## config.mk

```make
export PLATFORM = sky130hd
export DESIGN_NAME = store_data_formatter
export DESIGN_NICKNAME = d
export VERILOG_FILES = /design/src/rtl/store_pkg.sv /design/src/rtl/store_lane_format.sv /design/src/rtl/store_data_formatter.sv
export SDC_FILE = /design/constraint.sdc
export NUM_CORES = 1
export LEC_CHECK = 0
export ABC_CLOCK_PERIOD_IN_PS = 4850
export CORE_UTILIZATION = 42
export CTS_CLUSTER_SIZE = 14
export DETAILED_ROUTE_END_ITERATION = 12
export PLACE_DENSITY = 0.69
export RECOVER_POWER = 50
export REMOVE_ABC_BUFFERS = 1
export SKIP_CTS_REPAIR_TIMING = 1
export SLEW_MARGIN = 25
export SYNTH_ARGS = -nofsm -noshare
export SYNTH_HDL_FRONTEND = slang
export SYNTH_HIERARCHICAL = 1
export SYNTH_SLANG_ARGS = --single-unit
export TNS_END_PERCENT = 30
```

## constraint.sdc

```tcl
create_clock -name clk_i -period 4.85 [get_ports clk_i]
set_clock_uncertainty 0.1 [all_clocks]
set_input_delay 0.485 -clock clk_i [delete_from_list [all_inputs] [get_ports clk_i]]
set_output_delay 0.485 -clock clk_i [all_outputs]
set_load 0.02 [all_outputs]
```

## src/rtl/store_pkg.sv

```systemverilog
// Shared definitions for the store formatting path: size encodings,
// byte-enable constants and the buffered store entry layout.
package store_pkg;

    typedef enum logic [1:0] {
        SZ_BYTE = 2'b00,
        SZ_HALF = 2'b01,
        SZ_WORD = 2'b10,
        SZ_ILL  = 2'b11
    } size_e;

    localparam logic [3:0] BE_BYTE    = 4'b0001;
    localparam logic [3:0] BE_HALF_LO = 4'b0011;
    localparam logic [3:0] BE_HALF_HI = 4'b1100;
    localparam logic [3:0] BE_WORD    = 4'b1111;

    // Widest supported address; the top's AW must not exceed this.
    localparam int STORE_AW = 32;

    typedef struct packed {
        logic [STORE_AW-1:0] addr;
        logic [31:0]         data;
        logic [3:0]          be;
    } store_entry_t;

endpackage

```

## src/rtl/store_lane_format.sv

```systemverilog
// Combinational lane placement: replicates the narrowed register value across
// the word and selects byte enables from the low address bits and access size.
module store_lane_format
    import store_pkg::*;
(
    input  logic [1:0]  addr_lo,
    input  logic [1:0]  size,
    input  logic [31:0] data_in,
    output logic [31:0] data_out,
    output logic [3:0]  be,
    output logic        illegal,
    output logic        misaligned
);

    // Replication means any lane chosen by the enables already carries the value.
    always_comb begin
        data_out   = data_in;
        be         = BE_WORD;
        illegal    = 1'b0;
        misaligned = 1'b0;
        case (size)
            SZ_BYTE: begin
                data_out = {4{data_in[7:0]}};
                be       = BE_BYTE << addr_lo;
            end
            SZ_HALF: begin
                data_out   = {2{data_in[15:0]}};
                be         = addr_lo[1] ? BE_HALF_HI : BE_HALF_LO;
                misaligned = addr_lo[0];
            end
            SZ_WORD: begin
                misaligned = (addr_lo != 2'b00);
            end
            default: begin
                illegal = 1'b1;
            end
        endcase
    end

endmodule

```

## src/rtl/store_data_formatter.sv

```systemverilog
// Formats MEM-stage stores onto byte lanes and buffers them in a small FIFO
// towards data memory. Define STORE_MISALIGN_TRAP_EN to drop misaligned stores.
module store_data_formatter
    import store_pkg::*;
#(
    parameter int DEPTH = 2,
    parameter int AW    = 32
) (
    input  logic                   clk_i,
    input  logic                   rst_i,
    input  logic                   req_valid_i,
    output logic                   req_ready_o,
    input  logic [AW-1:0]          req_addr_i,
    input  logic [31:0]            req_data_i,
    input  logic [1:0]             req_size_i,
    output logic                   mem_valid_o,
    input  logic                   mem_ready_i,
    output logic [AW-1:0]          mem_addr_o,
    output logic [31:0]            mem_data_o,
    output logic [3:0]             mem_be_o,
    output logic                   err_o,
    output logic [$clog2(DEPTH):0] count_o
);

    localparam int PW = $clog2(DEPTH);
    localparam int CW = PW + 1;
    localparam logic [CW-1:0] FULL = CW'(DEPTH);

    logic [31:0]   fmt_data;
    logic [3:0]    fmt_be;
    logic          fmt_illegal;
    logic          fmt_misaligned;
    logic          accept;
    logic          drop;
    logic          push;
    logic          pop;
    logic [PW-1:0] wr_ptr;
    logic [PW-1:0] rd_ptr;
    logic [CW-1:0] count_q;
    logic          err_q;
    store_entry_t  fifo_q [DEPTH];
    store_entry_t  head;

    store_lane_format u_fmt (
        .addr_lo    (req_addr_i[1:0]),
        .size       (req_size_i),
        .data_in    (req_data_i),
        .data_out   (fmt_data),
        .be         (fmt_be),
        .illegal    (fmt_illegal),
        .misaligned (fmt_misaligned)
    );

`ifdef STORE_MISALIGN_TRAP_EN
    assign drop = fmt_illegal || fmt_misaligned;
`else
    // Without trapping, the formatter's lane choice already ignores the stray low bits.
    logic unused_misaligned;
    assign unused_misaligned = fmt_misaligned;
    assign drop = fmt_illegal;
`endif

    assign req_ready_o = (count_q != FULL);
    assign mem_valid_o = (count_q != '0);
    assign accept      = req_valid_i && req_ready_o;
    assign push        = accept && !drop;
    assign pop         = mem_valid_o && mem_ready_i;

    assign head       = fifo_q[rd_ptr];
    assign mem_addr_o = mem_valid_o ? head.addr[AW-1:0] : '0;
    assign mem_data_o = mem_valid_o ? head.data : '0;
    assign mem_be_o   = mem_valid_o ? head.be : '0;
    assign err_o      = err_q;
    assign count_o    = count_q;

    // Pointers, occupancy and the error pulse; dropped requests still consume the handshake.
    always_ff @(posedge clk_i) begin
        if (rst_i) begin
            wr_ptr  <= '0;
            rd_ptr  <= '0;
            count_q <= '0;
            err_q   <= 1'b0;
        end else begin
            err_q <= accept && drop;
            if (push) wr_ptr <= wr_ptr + PW'(1);
            if (pop)  rd_ptr <= rd_ptr + PW'(1);
            case ({push, pop})
                2'b10:   count_q <= count_q + CW'(1);
                2'b01:   count_q <= count_q - CW'(1);
                default: count_q <= count_q;
            endcase
        end
    end

    // Entry storage needs no reset; outputs are masked while the FIFO is empty.
    always_ff @(posedge clk_i) begin
        if (push) begin
            fifo_q[wr_ptr] <= '{addr: STORE_AW'({req_addr_i[AW-1:2], 2'b00}),
                                data: fmt_data,
                                be:   fmt_be};
        end
    end

endmodule

```

Yosys cells after proc, flatten, opt, wreduce, memory -nomap -nowiden. Memory sizes are Yosys's and may differ from the RTL's. A register that Yosys moved wholly into a read port is not among the register bits. Index checks and enable logic that the tools add are counted.

Register bits after elaboration: 5. RAM bits: 132. Bits of input ports: 70. Output and inout bits: 73. Word-level logic and storage cells: 35. Memories kept: 1.

Add/subtract/negate cells: 4. Eq/ne operators: 5. Shifts and indexed selects: 1. Mux-type cells: 12. Reduce and logical (&&, ||, !) cells: 8.

Memory list: fifo_q (depth 2, width 66, read ports 1, clocked after Yosys merged registers in 1, write ports 1, line store_data_formatter.sv:41) `store_entry_t fifo_q [DEPTH];`.

Operators with widths (number): 32-bit two-way mux (2); 32-bit one-hot mux with 2 select lines (1); 4-bit two-way mux (2); 4-bit one-hot mux with 2 select lines (1); 1-bit two-way mux (5); 2-bit by 1-bit == test with 1-bit output (second input constant) (2); 2-bit == test (second input constant) (2); 1-bit logical AND (4); 2-bit one-hot mux with 2 select lines (1); 2-bit nonzero test (2); 1-bit by 2-bit << shifter with 4-bit output (first input constant) (1); 3-bit OR reduction (1); 1-bit adder (second input constant) (2); 2-bit by 1-bit adder with 2-bit output (second input constant) (1); 2-bit logical NOT (1); 2-bit inequality test (second input constant) (1); 2-bit by 1-bit subtractor with 2-bit output (second input constant) (1).

Logic depth before layout (Yosys ltp). Gate-level depths: netlist of the first run.

Depth after elaboration: 5. Gate-level depth with buffers: 6. Depth with buffers taken out: 6.

Hierarchy. Netlist of the first run, hierarchy kept.

Modules (own cells, without submodules): store_data_formatter (times used 1, cells an instance 311, area an instance 5251.3 µm², seq. area each 4083.9 µm²); store_lane_format (times used 1, cells an instance 99, area an instance 554.3 µm², seq. area each 0.0 µm²).

Least setup slack after synthesis of the first run. OpenSTA, ideal clock, no wires.

Kind: flip-flop to flip-flop. Start: register count_q[0] (netlist: count_o[0]). End: memory fifo_q[0][0] (netlist bit), enable pin. Library setup time: 0.490 ns. Arrival: 3.680 ns. Data required time: 4.260 ns. Slack: 0.580 ns. Cell stages (with the launch flop): 4. Buffers on the path: 0. Clock period less this slack: 4.270 ns. Path through: dfxtp_1 > nand2b_2 > nand3b_2 > nor2_1.

Word-level cells in the longest chain between the ends: 5.

RTL lines: from (decl) (line store_data_formatter.sv:39) `logic [CW-1:0] count_q;`; from (signal assigned) (line store_data_formatter.sv:88) `2'b10: count_q <= count_q + CW'(1);`; from (signal assigned) (line store_data_formatter.sv:89) `2'b01: count_q <= count_q - CW'(1);`; from (signal assigned) (line store_data_formatter.sv:90) `default: count_q <= count_q;`; 2-bit inequality test (line store_data_formatter.sv:63) `assign req_ready_o = (count_q != FULL);`; named net req_ready_o (line store_data_formatter.sv:12) `output logic req_ready_o,`; 1-bit logical AND (line store_data_formatter.sv:65) `assign accept = req_valid_i && req_ready_o;`; 1-bit logical AND (line store_data_formatter.sv:66) `assign push = accept && !drop;`; 1-bit two-way mux (line store_data_formatter.sv:97) `if (push) begin`; 1-bit two-way mux (implied by the code) (line store_data_formatter.sv:98) `fifo_q[wr_ptr] <= '{addr: STORE_AW'({req_addr_i[AW-1:2], 2'b00}),`; to (decl) (line store_data_formatter.sv:41).

The timed path passes the listed nets, and every way through them passes these cells.

==> results of run 1 <==
metal layers:
metal  share of wire (%)  GRT usage, %  vias to the layer above
met5                   0             0                        -
li1                    -             -                     1724
met4                 1.5         6.725                        0
met1                  43         21.14                     1681
met3                 5.9         4.358                       17
met2                  50         28.49                      129
where the power goes:
group / internal [uW] / leakage (uW) / total [uW] / switching, uW
Clock: 758 / 0.000275 / 1240 / 482
Sequential: 1480 / 0.00127 / 1610 / 128
Combinational: 674 / 0.00113 / 1450 / 777
layout make-up:
| cell class | count | area [um2] |
|---|---|---|
| clock buffer | 18 | 429.2 |
| sequential | 138 | 4088 |
| fill | 1074 | 5523 |
| inverter | 7 | 26.28 |
| clock inverter | 14 | 145.1 |
| tap | 176 | 220.2 |
| timing repair buffer | 144 | 1429 |
| multi-input combinational | 233 | 1488 |
critical path, stage by stage, from the launching register on:
cell	delay, ns
dfxtp_4	0.97
buf_4	0.38
mux2i_1	0.23
nor2_1	0.06
clkdlybuf4s50_1	0.56
flip-flops by register name, indices dropped and copies added (netlist names), named ones only:
register  count
wr_ptr        1
fifo_q      132
err_o         1
rd_ptr        1
count_o       2
worst max path at each step:
| stage | from | to | slack, ns |
|---|---|---|---|
| floorplan | count_o[0] | fifo_q[0][0] | 0.58 |
| global placement | flop | mem_data_o[11] | 2.07 |
| detailed placement | flop | mem_data_o[17] | 2.01 |
| CTS | flop | mem_data_o[17] | 1.57 |
| global route | count_o[1] | mem_data_o[5] | 1.45 |
| finish | flop | mem_data_o[17] | 1.62 |
stage by stage:
| stage | util (%) | hold slack (ns) | worst slack [ns] | instance area, um2 | total power (uW) |
|---|---|---|---|---|---|
| after floorplan | - | 0.3725 | 0.5798 | 5579 | 2453 |
| after global placement | 54.37 | 0.3824 | 2.067 | 7257 | 3087 |
| after detailed placement | 54.37 | 0.3951 | 2.013 | 7257 | 3112 |
| after CTS | 58.67 | 0.4149 | 1.570 | 7831 | 4359 |
| after global routing | 58.62 | 0.4407 | 1.453 | 7825 | 4506 |
| final | 58.62 | 0.4130 | 1.618 | 7825 | 4299 |
==> impl_metrics.py, run 1 <==
metrics = {
    "cts": {
        "cts_buffers": 17,
        "cts_buffer_depth": 2,
        "cts-root-buf": "clkbuf_16",
        "cts.htree.levels": 4,
        "cts.sinks": 138,
        "clkLatencyLatePin_ns": 0.40,
        "cts_tree": "yes",
        "clk_pin_slew_ns": 0.06,
    },
    "critical_path": {
        "critPathLaunchType": "flop",
        "r2r-start": "count_o[0]",
        "ff2ff_setup_slack_ns": 2.01,
        "cp_data_arrival_time_ns": 2.65,
        "r2r_cells": 4,
        "cp-end-kind": "output pin",
        "cp.required_ns": 4.26,
        "path_max_fanout": 54,
        "crit_type": "reg -> out",
        "reg2reg_to": "fifo_q[1][2]",
    },
    "grt": {
        "grt_pass1_wl_um": 18190,
        "overflow": 0,
        "grt_pass1_vias": 3634,
        "grt_max_degree": 67,
        "antenna_found_initial": 0,
        "track_usage_pct": 17.06,
    },
    "drt": {
        "finalWirelength_um": 11570,
        "vias_per_cell": 4.864,
        "post_drt_wl_per_cell_um": 15.85,
        "drcViolationCount": 0,
        "drtIter0Drc": 270,
        "antenna_left": 0,
        "vias": 3551,
        "drt_pass1_iterations": 5,
    },
    "yosys": {
        "yosys_warnings": 6,
        "postSynthCellCount": 406,
        "syn_area_per_cell_um2": 14.23,
        "synth_area_um2": 5777,
    },
    "floorplanning": {
        "core_um2": 13350,
        "dieArea_um2": 14230,
        "io_pins": 143,
        "die_y_um": 119.3,
        "start_util_pct": 43.28,
        "std_cell_rows": 42,
        "die_w_um": 119.3,
    },
    "min_path": {
        "hold_path_class": "reg -> reg",
        "hold_start": "rd_ptr",
        "hold_path_depth": 2,
    },
    "placed_design": {
        "dp_cells": 698,
        "gp_congestion": 0.7635,
        "hpwl_um": 7283,
        "port_buffers": 140,
    },
    "finish": {
        "final_common_cell": "edfxtp_1",
        "antenna_cells": 0,
        "final_cell_mix": "132 x edfxtp_1, 97 x clkdlybuf4s50_1, 89 x nor2_1",
        "syn2layout_area_growth_pct": 35.46,
        "drive_gt1_share_pct": 7.401,
        "fin_cells": 730,
        "nets": 616,
    },
    "timing": {
        "layout_min_cycle_time_ns": 3.232,
        "worst-slew-pin-transition_ns": 1.734,
        "fmax_mhz": 309.4,
        "post-route-period-util_pct": 66.64,
        "hold_viol_final": 0,
        "rsz0062_at_grt": "false",
        "slew_violations": 67,
        "fin_setup_tns_ns": 0,
        "setup_violations": 0,
        "slew_headroom_pct": -15.57,
    },
    "run_status": {
        "status": "complete, but fails checks",
        "violations": "max-capacitance violations, max-slew violations",
    },
    "power_and_ir_drop": {
        "peakVddDrop_mv": 0.2367,
        "powerDensity_nw_per_um2": 549.4,
        "p_leak_uw": 0.002680,
    },
    "job": {
        "max-cap-violations": 1,
    },
}
Power figures use the tool's default switching activity.
==> run 2, diff against run 1 <==
--- a/config.mk
+++ b/config.mk
@@ -5,11 +5,11 @@
 export SDC_FILE = /design/constraint.sdc
 export NUM_CORES = 1
 export LEC_CHECK = 0
-export ABC_CLOCK_PERIOD_IN_PS = 4850
+export ABC_CLOCK_PERIOD_IN_PS = 2670
 export CORE_UTILIZATION = 42
 export CTS_CLUSTER_SIZE = 14
 export DETAILED_ROUTE_END_ITERATION = 12
-export PLACE_DENSITY = 0.69
+export PLACE_DENSITY = 0.71
 export RECOVER_POWER = 50
 export REMOVE_ABC_BUFFERS = 1
 export SKIP_CTS_REPAIR_TIMING = 1
==> constraint.sdc (replaced) <==
create_clock -name clk_i -period 2.67 [get_ports clk_i]
set_clock_uncertainty 0.1 [all_clocks]
set_input_delay 0.267 -clock clk_i [delete_from_list [all_inputs] [get_ports clk_i]]
set_output_delay 0.267 -clock clk_i [all_outputs]
set_load 0.02 [all_outputs]
==> impl_metrics.py, run 2 (synthesized netlist as in run 1, its figures left out) <==
metrics = {
    "cts": {
        "cts_buffer_depth": 2,
        "cts-root-buf": "clkbuf_16",
        "clk_pin_slew_ns": 0.05,
        "cts.htree.levels": 4,
        "clkLatencyLatePin_ns": 0.40,
        "cts_tree": "yes",
        "cts.sinks": 138,
        "cts_buffers": 17,
    },
    "finish": {
        "final_cell_mix": "132 x edfxtp_1, 100 x clkdlybuf4s50_1, 89 x nor2_1",
        "drive_gt1_share_pct": 7.156,
        "fin_cells": 735,
        "largest_reg_flops": 132,
        "final_common_cell": "edfxtp_1",
        "final_util_pct": 59.31,
        "nets": 621,
        "syn2layout_area_growth_pct": 37.04,
        "top_register": "fifo_q",
        "antenna_cells": 0,
    },
    "floorplanning": {
        "core_um2": 13350,
        "die_y_um": 119.3,
        "io_pins": 143,
        "std_cell_rows": 42,
        "dieArea_um2": 14230,
        "start_util_pct": 43.28,
        "die_w_um": 119.3,
    },
    "placed_design": {
        "dp_cells": 703,
        "hpwl_um": 7624,
        "gp_congestion": 0.7313,
        "port_buffers": 140,
    },
    "drt": {
        "vias": 3596,
        "finalWirelength_um": 11840,
        "vias_per_cell": 4.893,
        "antenna_left": 0,
        "post_drt_wl_per_cell_um": 16.11,
        "drtIter0Drc": 334,
        "drt_pass1_iterations": 5,
        "drcViolationCount": 0,
    },
    "timing": {
        "setup_violations": 0,
        "fmax_mhz": 401.5,
        "layout_min_cycle_time_ns": 2.491,
        "post-route-period-util_pct": 93.29,
        "rsz0062_at_grt": "false",
        "worst-slew-pin-transition_ns": 0.9587,
        "hold_viol_final": 0,
        "slew_violations": 0,
        "slew_headroom_pct": 36.09,
    },
    "grt": {
        "grt_max_degree": 68,
        "overflow": 0,
        "antenna_found_initial": 0,
        "grt_pass1_wl_um": 18450,
        "track_usage_pct": 17.41,
        "grt_pass1_vias": 3603,
    },
    "critical_path": {
        "cp_data_arrival_time_ns": 2.12,
        "critPathLaunchType": "flop",
        "crit_type": "reg -> out",
        "cp-end-kind": "output pin",
        "cp.required_ns": 2.30,
        "path_max_fanout": 19,
    },
    "power_and_ir_drop": {
        "powerDensity_nw_per_um2": 1011,
        "p_leak_uw": 0.002729,
        "peakVddDrop_mv": 0.6480,
        "power_uw": 8007,
    },
    "job": {
        "max-cap-violations": 0,
    },
    "run_status": {
        "status": "finished clean",
    },
    "min_path": {
        "hold_path_class": "reg -> reg",
    },
}
==> run 2: cell count changes in the layout (fill, tap and decap cells not counted), moves of 2 or more <==
cell             change
clkdlybuf4s50_1      +3
dlygate4sd3_1        -3
clkinv_4             -2
clkbuf_1             +4
bufinv_16            +2
clkinv_1             +2
buf_12               +3
clkbuf_4             +2
clkinvlp_4           -3
inv_6                -3
==> run 2: stage by stage <==
stage	cell area [um2]	hold slack [ns]	worst slack, ns	TNS, ns
global placement	7357	0.3905	0.4178	0
global route	7916	0.4101	0.07479	0
detailed placement	7357	0.4041	0.3316	0
floorplan	5579	0.2361	-1.600	-255.68
CTS	7949	0.3327	0.1353	0
finish	7916	0.4094	0.1791	0
==> run 2: critical path, cell delays in order, from the launching register on <==
cell	delay, ns
dfxtp_4	0.58
buf_4	0.26
mux2i_1	0.09
nor2_1	0.15
clkdlybuf4s50_1	0.63
==> run 2: path summary, 6_finish.rpt <==
kind              cells past startpoint  startpoint  slack [ns]              to
setup / recovery                      4        flop        0.18  mem_data_o[15]
hold / removal                        2      rd_ptr        0.41          rd_ptr
setup reg to reg                      4  count_o[0]        0.33   fifo_q[0][21]
hold reg to reg                       2      rd_ptr        0.41          rd_ptr
==> run 2: final cells by class <==
cell class,count,area (um2)
inverter,7,26.28
timing repair buffer,149,1503
clock inverter,11,151.4
tap,176,220.2
multi-input combinational,233,1488
sequential,138,4088
fill,1042,5431
clock buffer,21,440.4
==> run 2: power breakdown <==
group | switching (uW) | total [uW] | internal [uW]
clock network | 777 | 2320 | 1540
logic | 1560 | 2860 | 1300
registers | 139 | 2830 | 2690
==> run 2: metal layers <==
metal	up-vias	GRT usage, %	wire length [um]
li1	1731	-	-
met1	1707	22.37	5378
met2	150	28.09	5614
met3	8	5.077	747
met4	0	6.013	99
met5	-	0	0
